--- config.mk ---
export PLATFORM = sky130hd
export DESIGN_NAME = image_loader
export DESIGN_NICKNAME = d
export VERILOG_FILES = /design/src/rtl/image_loader_pkg.sv /design/src/rtl/timeout_counter.sv /design/src/rtl/image_loader.sv
export SDC_FILE = /design/constraint.sdc
export NUM_CORES = 1
export LEC_CHECK = 0
export ABC_AREA = 1
export CELL_PAD_IN_SITES_DETAIL_PLACEMENT = 1
export CELL_PAD_IN_SITES_GLOBAL_PLACEMENT = 1
export CORE_MARGIN = 4
export CORE_UTILIZATION = 35
export CTS_BUF_LIST = sky130_fd_sc_hd__clkbuf_16
export CTS_CLUSTER_DIAMETER = 60
export DETAILED_ROUTE_END_ITERATION = 10
export GPL_TIMING_DRIVEN = 0
export PLACE_DENSITY_LB_ADDON = 0.05
export REMOVE_ABC_BUFFERS = 1
export SETUP_SLACK_MARGIN = 0.5
export SYNTH_ARGS = -nofsm -noshare
export SYNTH_HDL_FRONTEND = slang
export SYNTH_SLANG_ARGS = --single-unit
--- constraint.sdc ---
create_clock -name clk -period 1.5 [get_ports clk]
set_input_delay 0.15 -clock clk [delete_from_list [all_inputs] [get_ports clk]]
set_output_delay 0.15 -clock clk [all_outputs]
set_load 0.03 [all_outputs]
--- src/rtl/image_loader_pkg.sv ---
`default_nettype none
// ---------------------------------------------------------------------------
// image_loader_pkg -- shared geometry, framing constants and FSM encoding
// Rev 1.0
// ---------------------------------------------------------------------------
package image_loader_pkg;

  localparam int         IMG_W          = 28;
  localparam int         IMG_H          = 28;
  localparam int         NUM_PIXELS     = IMG_W * IMG_H;
  localparam logic [7:0] SYNC_BYTE      = 8'hAA;
  localparam int         PIX_SHIFT      = 1;
  localparam int         TIMEOUT_CYCLES = 1000000;

  typedef enum logic [2:0] {
    S_WAIT_SYNC = 3'd0,
    S_RECV      = 3'd1,
    S_CLR       = 3'd2,
    S_START     = 3'd3,
    S_WAIT_DONE = 3'd4
  } state_t;

endpackage
`default_nettype wire

--- src/rtl/timeout_counter.sv ---
`default_nettype none
// ---------------------------------------------------------------------------
// timeout_counter -- idle-cycle counter with clear, enable and terminal pulse
// Rev 1.0
// ---------------------------------------------------------------------------
module timeout_counter #(
  parameter int TIMEOUT_CYCLES = 1000000
) (
  input  logic clk,
  input  logic rst,
  input  logic clr_i,
  input  logic en_i,
  output logic tc_o
);
  import image_loader_pkg::*;

  localparam int            CW     = (TIMEOUT_CYCLES > 2) ? $clog2(TIMEOUT_CYCLES) : 1;
  localparam logic [CW-1:0] C_TERM = CW'(TIMEOUT_CYCLES - 1);

  logic [CW-1:0] cnt_q, cnt_d;

  always_comb begin
    cnt_d = cnt_q;
    if (clr_i) begin
      cnt_d = '0;
    end else if (en_i) begin
      cnt_d = cnt_q + 1'b1;
    end
  end

  always_ff @(posedge clk) begin
    if (rst) begin
      cnt_q <= '0;
    end else begin
      cnt_q <= cnt_d;
    end
  end

  // Fires during the idle cycle that would take the count past its terminal value.
  assign tc_o = en_i && !clr_i && (cnt_q == C_TERM);

endmodule
`default_nettype wire

--- src/rtl/image_loader.sv ---
`default_nettype none
// ---------------------------------------------------------------------------
// image_loader -- byte-stream frame receiver feeding image RAM and inference
// Rev 1.0
// ---------------------------------------------------------------------------
module image_loader #(
  parameter logic [7:0] SYNC_BYTE      = image_loader_pkg::SYNC_BYTE,
  parameter int         NUM_PIXELS     = image_loader_pkg::NUM_PIXELS,
  parameter int         TIMEOUT_CYCLES = image_loader_pkg::TIMEOUT_CYCLES
) (
  input  logic       clk,
  input  logic       rst,
  input  logic       rx_valid,
  input  logic [7:0] rx_data,
  output logic       img_we,
  output logic [9:0] img_waddr,
  output logic [7:0] img_wdata,
  output logic       inf_rst,
  output logic       inf_start,
  input  logic       inf_done,
  output logic       busy,
  output logic       frame_err,
  output logic [7:0] frame_count
);
  import image_loader_pkg::*;

  localparam int            AW         = 10;
  localparam logic [AW-1:0] C_LAST_IDX = AW'(NUM_PIXELS - 1);

  state_t        state_q, state_d;
  logic [AW-1:0] idx_q, idx_d;
  logic          img_we_q, img_we_d;
  logic [AW-1:0] img_waddr_q, img_waddr_d;
  logic [7:0]    img_wdata_q, img_wdata_d;
  logic          inf_rst_q, inf_rst_d;
  logic          inf_start_q, inf_start_d;
  logic          frame_err_q, frame_err_d;
  logic [7:0]    frame_count_q, frame_count_d;
  logic          busy_q;
  logic          tmo_clr, tmo_en, tmo_tc;

  // Any received byte or leaving RECV restarts the idle count.
  assign tmo_clr = (state_q != S_RECV) || rx_valid;
  assign tmo_en  = (state_q == S_RECV) && !rx_valid;

  timeout_counter #(
    .TIMEOUT_CYCLES(TIMEOUT_CYCLES)
  ) u_timeout (
    .clk   (clk),
    .rst   (rst),
    .clr_i (tmo_clr),
    .en_i  (tmo_en),
    .tc_o  (tmo_tc)
  );

  always_comb begin
    state_d       = state_q;
    idx_d         = idx_q;
    img_we_d      = 1'b0;
    img_waddr_d   = img_waddr_q;
    img_wdata_d   = img_wdata_q;
    inf_rst_d     = 1'b0;
    inf_start_d   = 1'b0;
    frame_err_d   = 1'b0;
    frame_count_d = frame_count_q;
    case (state_q)
      S_WAIT_SYNC: begin
        if (rx_valid && (rx_data == SYNC_BYTE)) begin
          state_d = S_RECV;
          idx_d   = '0;
        end
      end
      S_RECV: begin
        // Inside a frame every byte is pixel data, including SYNC_BYTE.
        if (rx_valid) begin
          img_we_d    = 1'b1;
          img_waddr_d = idx_q;
          img_wdata_d = rx_data >> PIX_SHIFT;
          idx_d       = idx_q + 1'b1;
          if (idx_q == C_LAST_IDX) begin
            state_d = S_CLR;
          end
        end else if (tmo_tc) begin
          frame_err_d = 1'b1;
          state_d     = S_WAIT_SYNC;
        end
      end
      S_CLR: begin
        inf_rst_d = 1'b1;
        state_d   = S_START;
      end
      S_START: begin
        inf_start_d = 1'b1;
        state_d     = S_WAIT_DONE;
      end
      S_WAIT_DONE: begin
        if (inf_done) begin
          frame_count_d = frame_count_q + 1'b1;
          state_d       = S_WAIT_SYNC;
        end
      end
      default: state_d = S_WAIT_SYNC;
    endcase
  end

  always_ff @(posedge clk) begin
    if (rst) begin
      state_q       <= S_WAIT_SYNC;
      idx_q         <= '0;
      img_we_q      <= 1'b0;
      img_waddr_q   <= '0;
      img_wdata_q   <= '0;
      inf_rst_q     <= 1'b0;
      inf_start_q   <= 1'b0;
      frame_err_q   <= 1'b0;
      frame_count_q <= '0;
      busy_q        <= 1'b0;
    end else begin
      state_q       <= state_d;
      idx_q         <= idx_d;
      img_we_q      <= img_we_d;
      img_waddr_q   <= img_waddr_d;
      img_wdata_q   <= img_wdata_d;
      inf_rst_q     <= inf_rst_d;
      inf_start_q   <= inf_start_d;
      frame_err_q   <= frame_err_d;
      frame_count_q <= frame_count_d;
      busy_q        <= (state_d != S_WAIT_SYNC);
    end
  end

  assign img_we      = img_we_q;
  assign img_waddr   = img_waddr_q;
  assign img_wdata   = img_wdata_q;
  assign inf_rst     = inf_rst_q;
  assign inf_start   = inf_start_q;
  assign frame_err   = frame_err_q;
  assign frame_count = frame_count_q;
  assign busy        = busy_q;

endmodule
`default_nettype wire

[Word-level counts from Yosys, hierarchy flattened]
Cells that the tools add are included.
Word-level totals
  flip-flop bits (word level): 63
  input port bits: 12
  output and inout port bits: 31
  logic and storage cells: 54
Operators by class
  add/sub/neg operators: 3
  equality and inequality tests: 10
  multiplexer cells: 13
  bitwise operators: 1
  reductions and logical operators: 16
Operator list (count)
  20-bit by 1-bit adder with 20-bit output, second input constant: 1
  20-bit equality test, second input constant: 1
  10-bit 2-to-1 mux: 2
  10-bit one-hot mux with 2 select lines: 1
  3-bit 2-to-1 mux: 5
  3-bit one-hot mux with 5 select lines: 1
  10-bit by 1-bit adder with 10-bit output, second input constant: 1
  10-bit equality test, second input constant: 1
  8-bit by 1-bit adder with 8-bit output, second input constant: 1
  8-bit equality test, second input constant: 1
  3-bit by 2-bit equality test with 1-bit output, second input constant: 2
  1-bit logical AND: 4
  1-bit 2-to-1 mux: 4
  2-bit inequality test, second input constant: 2
  2-bit AND reduction: 2
  2-bit OR reduction: 2
  3-bit by 1-bit equality test with 1-bit output, second input constant: 1
  3-bit equality test, second input constant: 1
  3-bit zero test: 1
  3-bit by 1-bit inequality test with 1-bit output, second input constant: 1
  3-bit AND reduction: 1
  3-bit nonzero test: 1
  3-bit OR reduction: 1
  1-bit zero test: 2
  other kinds (3): 3

[Logic depth before layout (Yosys ltp)]
Gate-level depths: netlist of the first run.
  word-level depth: 9
  gate-level depth with buffers: 10
  depth with buffers taken out: 10

[Modules after synthesis]
From an unflattened synthesis of the first run, not the netlist that was laid out.
Unflattened totals
  cell total of the unflattened synthesis: 441
  area total of the unflattened synthesis: 3059.2 um^2
By module, submodules not included
  image_loader: instances 1, cells each 266, area an instance 1944.4 um^2, seq. area each 860.8 um^2
  timeout_counter: instances 1, cells each 175, area an instance 1114.8 um^2, seq. area each 400.4 um^2

[Worst setup path before layout of the first run]
OpenSTA, ideal clock, no wires.
  path kind: register to register
  start point: reg u_timeout.cnt_q[0]
  end point: reg u_timeout.cnt_q[16]
  library setup time: 112 ps
  arrival time: 1427 ps
  required time: 1388 ps
  path slack: -39 ps
  stages on the path, launching flop included: 9
  path buffers: 0
  period minus slack after synthesis: 1539 ps
  cell sequence: dfxtp_1 ha_1 nand3_2 nor2_1 nand2_1 nor3_2 nand3_1 nand2_1 nor2_1
Between the ends
  word-level cells in the longest chain between the ends: 1
Ends and longest elaborated chain
  start: declaration: line timeout_counter.sv:20  | logic [CW-1:0] cnt_q, cnt_d;
  start signal: assignment: line timeout_counter.sv:35  | cnt_q <= cnt_d;
  20-bit by 1-bit adder with 20-bit output: line timeout_counter.sv:27  | cnt_d = cnt_q + 1'b1;
No other way between the ends.
A chain may end at the register's enable or synchronous reset.

[Final worst setup path of the first run]
  start point: in rx_data[5]
  end point: reg idx_q[9]
Between the ends
  word-level cells in the longest chain between the ends: 4
Ends and longest elaborated chain
  start: declaration: line image_loader.sv:14  | input logic [7:0] rx_data,
  8-bit equality test: line image_loader.sv:68  | if (rx_valid && (rx_data == SYNC_BYTE)) begin
  1-bit logical AND: line image_loader.sv:68
  2-bit inequality test (no line)
  3-bit AND reduction (no line)
  end signal: assignment: line image_loader.sv:120  | idx_q <= idx_d;
  end: declaration: line image_loader.sv:31  | logic [AW-1:0] idx_q, idx_d;
No other way between the ends.

==> results of run 1 <==
[cell families after synthesis]
logic type	count (synthesis)	synth area share, %
AOI/OAI and AO/OA	60	11.0
xor gates and xnor gates	8	2.43
adders and majority gates	3	1.30
buffers and inverters	50	7.82
DFF	63	43.8
other	1	0.130
and+or+nand+nor	221	33.5
[worst min-delay path, delay by kind of cell]
kind            cells  cell delay, ns
simple gates        3            0.28
compound gates      1            0.04
buf+inv             1            0.21
[flip-flops by register name (all words and copies together), names as in the netlist]
register         count
u_timeout.cnt_q     20
idx_q               10
img_waddr           10
frame_count          8
img_wdata            7
state_q              3
busy                 1
frame_err            1
img_we               1
inf_rst              1
inf_start            1
[worst paths after layout]
kind                  startpoint              to  cells past startpoint
setup / recovery      rx_data[5]        idx_q[9]                      8
hold reg to reg   frame_count[6]  frame_count[6]                      1
hold / removal          rx_valid      state_q[1]                      5
setup reg to reg      state_q[1]        idx_q[9]                      8
[layout make-up]
class / instances / area (µm²)
Fill cell: 903 / 2950
Multi-Input combinational cell: 293 / 1990
Sequential cell: 63 / 1320
Timing Repair Buffer: 92 / 907
Clock buffer: 9 / 225
Inverter: 40 / 204
Tap cell: 102 / 128
Timing Repair inverter: 5 / 68.8
Clock inverter: 6 / 53.8
[power groups by stage]
| stage | logic (mW) | registers, mW | clock network [mW] |
|---|---|---|---|
| after floorplan | 0.0270 | 1.71 | 0 |
| after global placement | 0.0825 | 1.71 | 0 |
| after detailed placement | 0.0829 | 1.71 | 0 |
| after CTS | 0.113 | 1.67 | 2.02 |
| after global routing | 0.140 | 1.66 | 2.15 |
| final | 0.133 | 1.66 | 2.01 |
[repair_timing]
item / in CTS / in global routing
gates cloned: 3 / 3
pin swaps: 26 / 34
gates resized for setup: 311 / 158
buffers inserted: 42 / 8
setup endpoints to repair: 93 / 81
[cell usage in the layout, fill, tap and decap left out, types with 4 or more instances in the layout]
| cell type | instances |
|---|---|
| nand2_4 | 5 |
| o21ai_4 | 5 |
| dfxtp_2 | 25 |
| nor3_4 | 5 |
| nor2_1 | 35 |
| nor2_4 | 19 |
| nand3_2 | 5 |
| a21oi_1 | 16 |
| nand4_1 | 16 |
| nor2_2 | 13 |
| nand2_2 | 8 |
| nand3_1 | 15 |
| o21ai_1 | 4 |
| nand2_1 | 81 |
| dfxtp_4 | 7 |
| clkdlybuf4s50_1 | 9 |
| nor3_2 | 5 |
| dfxtp_1 | 31 |
| xnor2_1 | 4 |
| o21ai_2 | 12 |
| inv_1 | 33 |
| clkbuf_16 | 9 |
| buf_4 | 31 |
| nor3_1 | 4 |
| clkinvlp_4 | 4 |
| a21oi_2 | 18 |
| buf_6 | 42 |
[metal layers]
metal / track usage (%) / up-vias / routed length (µm)
met4: 6.30 / 0 / 267
met3: 5.10 / 23 / 397
met5: 0 / - / 0
met2: 37.4 / 70 / 6420
li1: - / 1522 / -
met1: 23.7 / 1545 / 4540
==> flow_summary.yaml, run 1 <==
status:
  status: "complete, but fails checks"
  violations: "setup timing"
timing:
  setup_tns_ns: -0.888
  worst_pin_slew_ns: 0.672
  period_minus_slack_ns: 1.67
  maxSlewViolCount: 0
  layout_setup_ws_ns: -0.174
  fin_crit_sh_pct: 112
  finalSetupViolCount: 8
  clock.fmax_mhz: 598
  timing.hold.ws_ns: 0.406
  hold_viol: 0
  slew_headroom_pct: 55.2
  rsz0062_at_grt: "true"
  finClkSkew_ns: 0.00653
cts:
  root_buffer: "clkbuf_16"
  clk_pin_slew_worst_paths_ns: 0.05
  cts_sinks: 63
  cts_tree: "yes"
  clkLatencyLatePin_ns: 0.33
  cts_buffer_depth: 2
  cts_htree_levels: 3
  hold_buffers: 0
  cts_made_buffers: 9
power:
  power_switching_mw: 0.834
  p_comb_share_pct: 3.5
  power.internal_mw: 2.97
  power_frac_clock_pct: 52.8
  seq_power_share_pct: 43.7
  finalPower_mw: 3.80
  p_leak_nw: 1.83
  ir_worst_vdd_uv: 629
  power_density_nw_per_um2: 776
  p_sw_share_pct: 21.9
setup_path:
  regToRegSetupSlack_ns: -0.10
  path_max_fanout: 7
  worstSetupStartpointType: "input port"
  cp.arrival_ns: 1.84
  critPathCaptureType: "register"
  cpMaxStageDelayCell: "clkdlybuf4s50_1"
  cp_top_family: "simple AND/OR/NAND/NOR gates"
  slowest_delay_ns: 0.51
  path_cells: "clkdlybuf4s50_1 -> nand2_1 -> nor3_2 -> nand3_2 -> nand2_8 -> clkinvlp_4 -> nand2_2 -> a21oi_1"
  path_class: "in -> reg"
  crit_required_ns: 1.67
  cp_num_buf_inv: 2
global_route:
  antenna_found_initial: 0
  gr-total-overflow: 0
  grt_pass1_vias: 3240
  grt_max_degree: 23
  grt_pass1_wl_um: 16000
  grt.total_usage_pct: 20.6
yosys:
  synth-edff-count: 0
  synth_commonest_cells: "nand2_1 (94), nor2_1 (66), dfxtp_1 (63)"
  yosysMostFrequentCell: "nand2_1"
  ys_warn_count: 0
  synth_area_leaders: "dfxtp_1 (44%), nand2_1 (12%), nor2_1 (8.6%)"
  yosysUniqueCellTypes: 32
  synthArstFlopShare_pct: 0
  synth_ff_type: "dfxtp_1"
  synth_seq_cells: 63
  syn_area_um2: 2880
  synth_top_area_cell: "dfxtp_1"
  synth-seq-area-share_pct: 43.8
  syn_avg_cell_area_um2: 7.09
  synth_top_area_share_pct: 43.8
  netlist_instances: 406
route:
  drtIter0Drc: 100
  drt_pass1_iterations: 4
  wl_per_cell_um: 19.0
  via_per_inst: 5.18
  drc: 0
  ant_nets: 0
  vias: 3160
  wl_um: 11600
layout:
  final_layout_size_suffix_gt1_share_pct: 48.8
  nNetsFinal: 519
  layoutNonFillerInstCount: 610
  diodes: 0
  area_delta_synth_final_pct: 70.2
  postLayoutCellArea_um2: 4900
  fin_util_pct: 62.4
floorplan:
  core_um2: 7850
  row_count: 32
  ios: 43
  start_util_pct: 36.7
  die-height_um: 98.7
  die_area_um2: 9740
  die_w_um: 98.7
placement:
  gp_congestion: 0.802
  placed_cell_area_um2: 3340
  dp_hpwl_um: 5500
  io_buffers: 41
  dpl_worst_slack_ns: -0.873
  dp.cells: 539
min_path:
  min_path_type: "in -> reg"
job:
  drv_cap: 0
Note: power is estimated with default switching activity, not from simulation.
==> run 2: changes to the inputs <==
HOLD_SLACK_MARGIN = 0.03   (was not set)
==> results of run 2 <==
Same layout as run 1: the final DEF is identical, and so are final timing and power.
==> run 3: changes to the inputs <==
GPL_ROUTABILITY_DRIVEN = 0   (was not set)
==> results of run 3 <==
Same layout as run 1: the final DEF is identical, and so are final timing and power.
